File: src/rtl/alu_simd_arbiter.sv
// ============================================================================
// Module   : alu_simd_arbiter
// Brief    : Round-robin sharing of one pipelined N-lane SIMD adder among
//            M requesters, with a latency-matched tag pipeline for responses.
// Revision : 1.0
// ============================================================================
`default_nettype none

module alu_simd_arbiter #(
  parameter int M = 4,
  parameter int N = 4,
  parameter int W = 20,
  parameter int L = 2
) (
  input  logic                       clk_i,
  input  logic                       rst_i,
  input  logic [M-1:0]               req_valid_i,
  output logic [M-1:0]               req_ready_o,
  input  logic [M*N*W-1:0]           req_a_i,
  input  logic [M*N*W-1:0]           req_b_i,
  output logic [N*W-1:0]             alu_a_o,
  output logic [N*W-1:0]             alu_b_o,
  input  logic [N*W-1:0]             alu_res_i,
  output logic [M-1:0]               rsp_valid_o,
  output logic [((M > 1) ? $clog2(M) : 1)-1:0] rsp_id_o,
  output logic [N*W-1:0]             rsp_res_o,
  output logic                       busy_o
);

  localparam int IDW = (M > 1) ? $clog2(M) : 1;
  localparam int NW  = N * W;

  logic [IDW-1:0] ptr;
  logic           grant_v;
  logic [IDW-1:0] grant_id;
  logic [M-1:0]   grant;

  logic [L-1:0]   tag_v;
  logic [IDW-1:0] tag_id [L];
  logic [M-1:0]   rsp_onehot;

  // First valid requester scanning from ptr upward with wrap-around.
  always_comb begin
    int idx;
    grant_v  = 1'b0;
    grant_id = '0;
    grant    = '0;
    idx      = 0;
    for (int i = 0; i < M; i++) begin
      idx = int'(ptr) + i;
      if (idx >= M) idx = idx - M;
      if (!grant_v && req_valid_i[idx]) begin
        grant_v  = 1'b1;
        grant_id = idx[IDW-1:0];
      end
    end
    if (rst_i) grant_v = 1'b0;
    if (grant_v) grant[grant_id] = 1'b1;
  end

  assign req_ready_o = grant;
  assign alu_a_o     = grant_v ? req_a_i[int'(grant_id)*NW +: NW] : '0;
  assign alu_b_o     = grant_v ? req_b_i[int'(grant_id)*NW +: NW] : '0;

  always_ff @(posedge clk_i or posedge rst_i) begin
    if (rst_i) begin
      ptr <= '0;
    end else if (grant_v) begin
      ptr <= (int'(grant_id) == M - 1) ? '0 : grant_id + 1'b1;
    end
  end

  // Tag stage i tracks the operation that the adder will present i+1 cycles
  // after issue; stage L-1 therefore lines up with alu_res_i.
  always_ff @(posedge clk_i or posedge rst_i) begin
    if (rst_i) begin
      tag_v <= '0;
      for (int i = 0; i < L; i++) tag_id[i] <= '0;
    end else begin
      tag_v[0]  <= grant_v;
      tag_id[0] <= grant_id;
      for (int i = 1; i < L; i++) begin
        tag_v[i]  <= tag_v[i-1];
        tag_id[i] <= tag_id[i-1];
      end
    end
  end

  always_comb begin
    rsp_onehot = '0;
    for (int r = 0; r < M; r++) begin
      rsp_onehot[r] = (tag_id[L-1] == IDW'(r));
    end
  end

  always_ff @(posedge clk_i or posedge rst_i) begin
    if (rst_i) begin
      rsp_valid_o <= '0;
      rsp_id_o    <= '0;
      rsp_res_o   <= '0;
    end else if (tag_v[L-1]) begin
      rsp_valid_o <= rsp_onehot;
      rsp_id_o    <= tag_id[L-1];
      rsp_res_o   <= alu_res_i;
    end else begin
      rsp_valid_o <= '0;
    end
  end

  assign busy_o = (|tag_v) | (|rsp_valid_o);

endmodule

`default_nettype wire

File: config.mk
export PLATFORM = sky130hd
export DESIGN_NAME = alu_simd_arbiter
export DESIGN_NICKNAME = d
export VERILOG_FILES = /design/src/rtl/alu_simd_arbiter.sv
export SDC_FILE = /design/constraint.sdc
export NUM_CORES = 1
export LEC_CHECK = 0
export CORE_AREA = 4 4 374 376
export DETAILED_ROUTE_END_ITERATION = 8
export DIE_AREA = 0 0 378 380
export GPL_ROUTABILITY_DRIVEN = 0
export PLACE_DENSITY = 0.3
export SYNTH_ARGS = -nofsm -noshare
export SYNTH_HDL_FRONTEND = slang
export SYNTH_SLANG_ARGS = --single-unit
File: constraint.sdc
create_clock -name clk_i -period 3.7 [get_ports clk_i]
set_clock_uncertainty 0.15 [all_clocks]
set_input_delay 0.925 -clock clk_i [delete_from_list [all_inputs] [get_ports clk_i]]
set_output_delay 0.925 -clock clk_i [all_outputs]
set_load 0.02 [all_outputs]
Word-level counts from Yosys, hierarchy flattened:

Cells that the tools add are included.

* reduce and logical (&&, ||, !) cells: 10
* multipliers: 1
* bitwise logic cells: 1
* order comparisons: 10
* equality and inequality tests: 4
* multiplexer cells: 32
* $add $sub $neg: 8
* shift operators: 2

Operators with widths (number)
* 320-bit by 10-bit indexed part select with 80-bit output: 1
* 320-bit by 32-bit indexed part select with 80-bit output: 1
* 80-bit two-way mux: 2
* 32-bit by 4-bit less-than comparator with 1-bit output (second input constant): 4
* 32-bit two-way mux: 4
* 1-bit two-way mux: 14
* 3-bit by 3-bit subtractor with 4-bit output (second input constant): 3
* 2-bit two-way mux: 5
* 3-bit >= comparator (second input constant): 3
* 1-bit binary-select mux with 2-bit select: 4
* 4-bit two-way mux: 2
* 2-bit by 2-bit adder with 3-bit output (second input constant): 2
* 2-bit by 3-bit multiplier with 5-bit output (second input constant): 1
* 2-bit by 1-bit equality test with 1-bit output (second input constant): 2
* 2-bit equality test (second input constant): 2
* 1-bit logical AND: 4
* 4-bit OR reduction: 1
* 2-bit by 3-bit subtractor with 4-bit output (second input constant): 1
* 2-bit by 1-bit adder with 3-bit output (second input constant): 1
* 2-bit by 3-bit >= comparator with 1-bit output (second input constant): 1
* 1-bit logical NOT: 3
* 2-bit by 3-bit less-than comparator with 1-bit output (second input constant): 1
* 2-bit by 1-bit adder with 2-bit output (second input constant): 1
* 1-bit demux with 2-bit select: 1
* other kinds (4): 4

* input bits: 726
* register bits after elaboration: 94

Depth between registers and ports, before layout:

Gate-level depths: netlist (run 1).

* depth in word-level cells: 20
* gate-level depth with buffers: 8
* depth with buffers taken out: 7

Worst setup path after synthesis (run 1):

Ideal clock, no wire load.

* path type: in2out
* from: input port req_valid_i[2]
* to: output port alu_a_o[59]
* slack: 315 ps
* buffers on the path: 2
* cell stages on the path: 8
* required time: 2625 ps
* arrival: 2310 ps
* cells stage by stage: mux2i_1 > nor2_1 > or3_4 > clkinv_2 > nand2_4 > buf_6 > buf_6 > o22ai_1

* longest elaborated chain between the ends: 16

Ends and longest elaborated chain
* start: declaration: line 17 `input logic [M-1:0] req_valid_i,`
* 1-bit binary-select mux with 2-bit select: line 52 `if (!grant_v && req_valid_i[idx]) begin`
* 1-bit two-way mux (implied by the code) (2 in a row): line 52
* 1-bit two-way mux: line 52
* 1-bit logical NOT: line 52
* 1-bit logical AND: line 52
* 1-bit two-way mux: line 52
* 1-bit logical NOT: line 52
* 1-bit logical AND: line 52
* 1-bit two-way mux: line 52
* 1-bit logical NOT: line 52
* 1-bit logical AND: line 52
* 2-bit two-way mux: line 52
* 2-bit by 3-bit multiplier with 5-bit output: line 62 `assign alu_a_o = grant_v ? req_a_i[int'(grant_id)*NW +: NW] : '0;`
* 320-bit by 32-bit indexed part select with 80-bit output: line 62
* 80-bit two-way mux *: line 62
* end: declaration: line 21 `output logic [N*W-1:0] alu_a_o,`

Mark *: on every way between the ends. The rest lies on a longest branch, timed or not. The select of a mux whose other input is x is not followed.

Final worst setup path (run 1):

* from: input port req_valid_i[1]
* to: output port alu_b_o[14]

* longest elaborated chain between the ends: 16

Ends and longest elaborated chain
* 1-bit binary-select mux with 2-bit select: line 52
* 1-bit two-way mux (implied by the code) (2 in a row): line 52
* 1-bit two-way mux: line 52
* 1-bit logical NOT: line 52
* 1-bit logical AND: line 52
* 1-bit two-way mux: line 52
* 1-bit logical NOT: line 52
* 1-bit logical AND: line 52
* 1-bit two-way mux: line 52
* 1-bit logical NOT: line 52
* 1-bit logical AND: line 52
* 2-bit two-way mux: line 52
* 2-bit by 3-bit multiplier with 5-bit output: line 63 `assign alu_b_o = grant_v ? req_b_i[int'(grant_id)*NW +: NW] : '0;`
* 320-bit by 10-bit indexed part select with 80-bit output: line 63
* 80-bit two-way mux *: line 63
* end: declaration: line 22 `output logic [N*W-1:0] alu_b_o,`

Marks and branches as above.

==> out/results.txt, run 1 <==
Initial antenna violation count = 78
Final HPWL DP = 90400 um
CP Launch Type = input pin
Multi-input gate area in the final layout = 0.00818 mm^2
Peak supply drop = 0.236 mV
Sink Count = 94
Overflow left after global routing = 0
Share of layout cells above drive strength 1 = 43.1%
Clk Tree Root Cell = clkbuf_16
Routed vias/inst = 3.24
P&R area growth vs syn = 210%
Post-synth EDFFs = 0
Most common cell after layout, fill and taps aside = clkdlybuf4s50_1
Nature of the critical path endpoint = primary output
Setup CP Type = input pin to primary output
Die height = 380 um
Register area share after synthesis = 27.1%
PnR worst setup slack = -71.7 ps
CTS tree = done
Total CTS buffers = 9
Max Freq = 265 MHz
Vias in the first global route = 13.3k
Max_slew headroom = 42.0%
Starting density of the core = 6.34%
Number of port buffers = 976
Fin area = 0.0269 mm^2
P per Cell Area = 511 mW/mm^2
Lkg Pwr = 0.00996 uW
Post-Route WL = 108000 um
Part of the cycle the worst path needs = 102%
Seq. cell area = 0.00236 mm^2
Clock-pin slew on the worst setup and hold paths = 80 ps
Commonest cells after routing, fill and taps aside = 808 x clkdlybuf4s50_1, 149 x mux2i_1, 125 x buf_4
Worst-margin pin slew = 870 ps
Fin util = 19.6%
Die Area = 0.144 mm^2
Routed wire per std cell = 29.0 um
Final Hold Viols = 0
Most used DFF post-synth = dfrtp_1
Tot GR Track Use = 14.2%
Total core area = 0.137 mm^2
DRT antenna net count = 0
H-tree levels = 3
Largest fanout on the critical path = 7
Max-slew violations = 0
Ports = 977
Finish-stage setup viols = 38
Hold Crit Class = flip-flop to flip-flop
Maximum clock path buffer count = 2
FILL cells = 14.9k
Maximum number of pins on one net before global-route repair = 57
DRT Pass-1 Iters = 5
Syn. warnings = 0
Synth cell types = 29
Synthesized cell area = 0.00867 mm^2
First-pass GRT wire length = 136000 um
Max_cap viols = 0
Synthesized netlist cell count = 772
Ys async rst share = 100%
DP Area = 0.0219 mm^2
Seq cells post-synth = 94
Core Rows = 136
Failing checks = setup timing
Critical path arrival = 2700 ps
Status = finished with violations
Mean area per synthesized cell = 11.2 um^2
RSZ-0062 raised after global routing = true
Final Net Count = 2660
Synth Net Count = 1499
Die Width = 378 um
Final Power = 13700 uW
DRC viols = 0
Vias = 12.1k
Initial DRC count = 411
Req. time, crit path = 2620 ps
Clock latency on the worst-skew pair = 390 ps
Hold slack = 204 ps
CTS Hold Bufs = 0
Final min period = 3770 ps
## power by group
group,switching (uW),internal [uW]
registers,101,1170
clock network,486,731
logic,5040,6200
total,5630,8110
## flip-flops by register name (all words and copies together) (netlist names)
name and cells:
rsp_res_o 80, rsp_valid_o 4, tag_id 4, ptr 2, rsp_id_o 2, tag_v 2
## worst paths after layout
path,start,to,slack (ps),depth (start not counted)
max,req_valid_i[1],alu_b_o[14],-70,11
min,tag_id[3],tag_id[1],200,0
max reg2reg,tag_v[1],rsp_res_o[8],1420,3
min reg2reg,tag_id[3],tag_id[1],200,0
max in group asynchronous,rst_i,rsp_res_o[46],1730,4
min in group asynchronous,rst_i,ptr[0],950,3
## logic make-up (layout without fill, tap and decap cells)
logic type / Yosys count / in the layout / share of synthesized area [%]
mux: 403 / 403 / 47.7
simple gates: 22 / 22 / 1.54
fa+ha+maj: 1 / 1 / 0.144
buf+inv: 85 / 1251 / 5.63
flops: 94 / 94 / 27.1
compound gates: 167 / 167 / 17.8
other cells: 0 / 7 / 0
## critical path, cell delays in order
cell	delay (ps)
buf_8	100
nand3b_1	220
a2bb2oi_4	180
buf_12	160
buf_16	150
buf_12	140
buf_16	150
mux2i_4	280
buf_6	140
o22ai_4	60
buf_12	130
## synthesized netlist by cell type (2+ instances only)
cell type	n	share of area (%)
buf_6	10	1.3
o22ai_2	80	12
clkbuf_1	23	1.0
nor2_1	5	0.22
nor3b_1	2	0.17
buf_4	14	1.2
dfrtp_1	94	27
and3_1	2	0.14
mux2i_1	321	37
mux2_2	82	11
nand2_1	3	0.13
a2bb2oi_1	2	0.20
o22ai_1	81	5.8
inv_1	4	0.17
buf_2	32	1.8
nor4_1	2	0.14
a21oi_1	3	0.17
## through the flow
step                cells  setup TNS, ps  setup slack [ps]
floorplan             772              0               176
global placement     3605        -130910              -997
detailed placement   3605        -128980              -993
CTS                  3718          -8530              -154
global route         3732          -8320              -159
finish               3739           -971             -71.7
## area by class of cell
| cell class | count | area share [%] |
|---|---|---|
| diodes | 7 | 0.0652 |
| clock buffers | 10 | 0.852 |
| clock inverters | 6 | 0.498 |
| inverters | 5 | 0.0978 |
| multi-input cells | 593 | 30.5 |
| flip-flops and latches | 94 | 8.77 |
| well taps | 1794 | 8.36 |
| repair buffers | 1230 | 50.9 |
## routing by layer
metal  wire length (um)  share of wire (%)  global-route usage, %
met1              37500                 35                   14.4
met2              60800                 56                   28.9
met3               8060                7.4                   4.40
met4               1730                1.6                   1.56
met5                175               0.16                      0
## what timing repair did
| action | in CTS | in global routing |
|---|---|---|
| pin swaps | 46 | 58 |
| resized for setup | 810 | 386 |
| setup endpoints to repair | 164 | 160 |
| gates cloned | 23 | 6 |
| setup buffers | 81 | 27 |
(Power assumes the default switching activity.)
==> run 2: changes to the inputs <==
- CORE_AREA: 4 4 374 376 -> 5 5 379 381
- CTS_BUF_LIST: default -> sky130_fd_sc_hd__clkbuf_2
- DIE_AREA: 0 0 378 380 -> 0 0 384 386
==> out/results.txt, run 2 (same netlist as run 1, synthesis figures left out) <==
Max_slew headroom = 40.0% (-2.1 points)
Setup CP Type = input pin to primary output
Most common cell after layout, fill and taps aside = clkdlybuf4s50_1
Share of layout cells above drive strength 1 = 48.5% (+5.4 points)
DRC viols = 0 (unchanged)
Total CTS buffers = 9 (unchanged)
Clk pwr share = 4.1% (-4.8 points)
Ports = 977 (unchanged)
P&R area growth vs syn = 239%
CP Launch Type = input pin
Combinational Power Share = 87.3% (+5.4 points)
Die height = 386 um (+1.6%)
Maximum clock path buffer count = 2 (unchanged)
Failing checks = setup timing
Placed insts = 3668 (+1.7%)
Final min period = 4310 ps (+541 ps)
Fin util = 21.0% (+1.3 points)
PnR worst setup slack = -613 ps (-541 ps)
H-tree levels = 3 (unchanged)
Die Width = 384 um (+1.6%)
Sink Count = 94 (unchanged)
Req. time, crit path = 2620 ps (about the same)
Critical path arrival = 3240 ps (+540 ps)
Vias = 12.5k (+2.9%)
DRT Pass-1 Iters = 4 (-1)
Pre-CTS WS = -1130 ps (-139 ps)
Total core area = 0.140 mm^2 (+2.5%)
Sw Ratio = 41.3% (+0.29 points)
Number of port buffers = 976 (unchanged)
Clk Tree Root Cell = clkbuf_2
Largest fanout on the critical path = 5 (-2)
Routed vias/inst = 3.17 (-2.1%)
Hold Crit Class = flip-flop to flip-flop
Status = finished with violations
Starting density of the core = 6.18% (-0.15 points)
Regs by FF count = rsp_res_o x80, rsp_valid_o x4, tag_id x4
First-pass GRT wire length = 128000 um (-5.3%)
DRT antenna net count = 0 (unchanged)
Post-Route WL = 103000 um (-4.6%)
Maximum number of pins on one net before global-route repair = 65 (+14%)
Part of the cycle the worst path needs = 117% (+15 points)
Peak supply drop = 0.218 mV (-7.6%)
Final Non-Filler Cells = 3930 (+5.1%)
Overflow left after global routing = 0 (unchanged)
Max_cap viols = 0 (unchanged)
Most repeated library cell on the critical path = buf_12
Clock-pin slew on the worst setup and hold paths = 320 ps (+240 ps)
Nature of the critical path endpoint = primary output
Max-slew violations = 0 (unchanged)
Net Sw Power = 6140 uW (+9.1%)
Crit path max-delay family = buffers and inverters
Sequential Power Share = 8.6% (-0.7 points)
Final Hold Viols = 0 (unchanged)
Max Freq = 232 MHz (-13%)
Initial DRC count = 433 (+5.4%)
Reg with most FFs = rsp_res_o
Core Rows = 138 (+1.5%)
Commonest cells after routing, fill and taps aside = 808 x clkdlybuf4s50_1, 190 x buf_6, 138 x mux2i_4
Largest register FFs = 80 (unchanged)
Routed wire per std cell = 26.3 um (-9.3%)
Pint = 8740 uW (+7.8%)
Die Area = 0.148 mm^2 (+3.2%)
CTS tree = done
Lkg Pwr = 0.0105 uW (+5.7%)
Tot GR Track Use = 12.8% (-1.4 points)
Final HPWL DP = 84300 um (-6.8%)
P per Cell Area = 507 mW/mm^2 (-0.96%)
CTS Hold Bufs = 0 (unchanged)
Worst-margin pin slew = 901 ps (+31.1 ps)
Cells traversed along the worst timing path = clkdlybuf4s50_1 -> nor4_2 -> nor2_2 -> nand2_8 -> buf_16 -> buf_12 -> buf_12 -> buf_16 -> buf_12 -> o22ai_4 -> buf_12
CP max stage cell = clkdlybuf4s50_1
Slowest stage delay, CP = 590 ps (+310 ps)
Initial antenna violation count = 63 (-19%)
Finish-stage setup viols = 164 (+330%)
Vias in the first global route = 13.4k (+0.86%)
Final Net Count = 2733 (+2.7%)
WP buf/inv = 7 (unchanged)
RSZ-0062 raised after global routing = true
Clock latency on the worst-skew pair = 760 ps (+370 ps)
## run 2: per-layer routing
layer | vias up | wire length [um] | track usage, %
li1 | 5575 | - | -
met1 | 6150 | 40200 | 15.1
met2 | 615 | 51200 | 22.4
met3 | 103 | 10200 | 4.97
met4 | 28 | 1460 | 1.78
met5 | - | 200 | 0
## run 2: worst paths after layout
kind	start	endpoint	slack (ps)	cells after the start
worst max-delay path	req_valid_i[3]	alu_b_o[74]	-610	11
worst min-delay path	tag_id[3]	tag_id[1]	240	0
worst max register to register	tag_v[1]	rsp_res_o[45]	1460	2
worst min register to register	tag_id[3]	tag_id[1]	240	0
max in group asynchronous	rst_i	rsp_res_o[34]	2060	4
min in group asynchronous	rst_i	rsp_res_o[1]	540	3
## run 2: power groups by stage
stage / Sequential [uW] / Combinational [uW] / Clock [uW]
floorplan: 1410 / 3380 / 0
global placement: 1300 / 7600 / 0
detailed placement: 1310 / 7590 / 0
CTS: 1290 / 11100 / 686
global route: 1310 / 13600 / 711
finish: 1280 / 13000 / 607
## run 2: area by class of cell
class	instances	area (um^2)
multi-input cells	593	9250
clock inverters	7	80.1
inverters	5	26.3
fillers	15200	111000
well taps	1890	2360
flip-flops and latches	94	2360
repair buffers	1303	15200
clock buffers	9	45.0
diodes	29	72.6
## run 2: timing repair
item,in CTS,in global routing
setup buffers,153,77
pin swaps,62,71
cloned,18,11
setup endpoints to repair,165,165
resized for setup,1040,554
## run 2: through the flow
| stage | instance area, um^2 | hold slack, ps | total power [uW] | TNS [ps] |
|---|---|---|---|---|
| after floorplan | 8670 | 181 | 4790 | 0 |
| after global routing | 29300 | 260 | 15600 | -103210 |
| after CTS | 26100 | 245 | 13100 | -97910 |
| after detailed placement | 21900 | 186 | 8900 | -146230 |
| final | 29400 | 243 | 14900 | -72760 |
| after global placement | 21900 | 185 | 8900 | -154540 |
==> run 3: changes to the inputs <==
- CAP_MARGIN: default -> 10
==> results of run 3 <==
The final DEF is identical to that of run 2; final timing and power are the same.
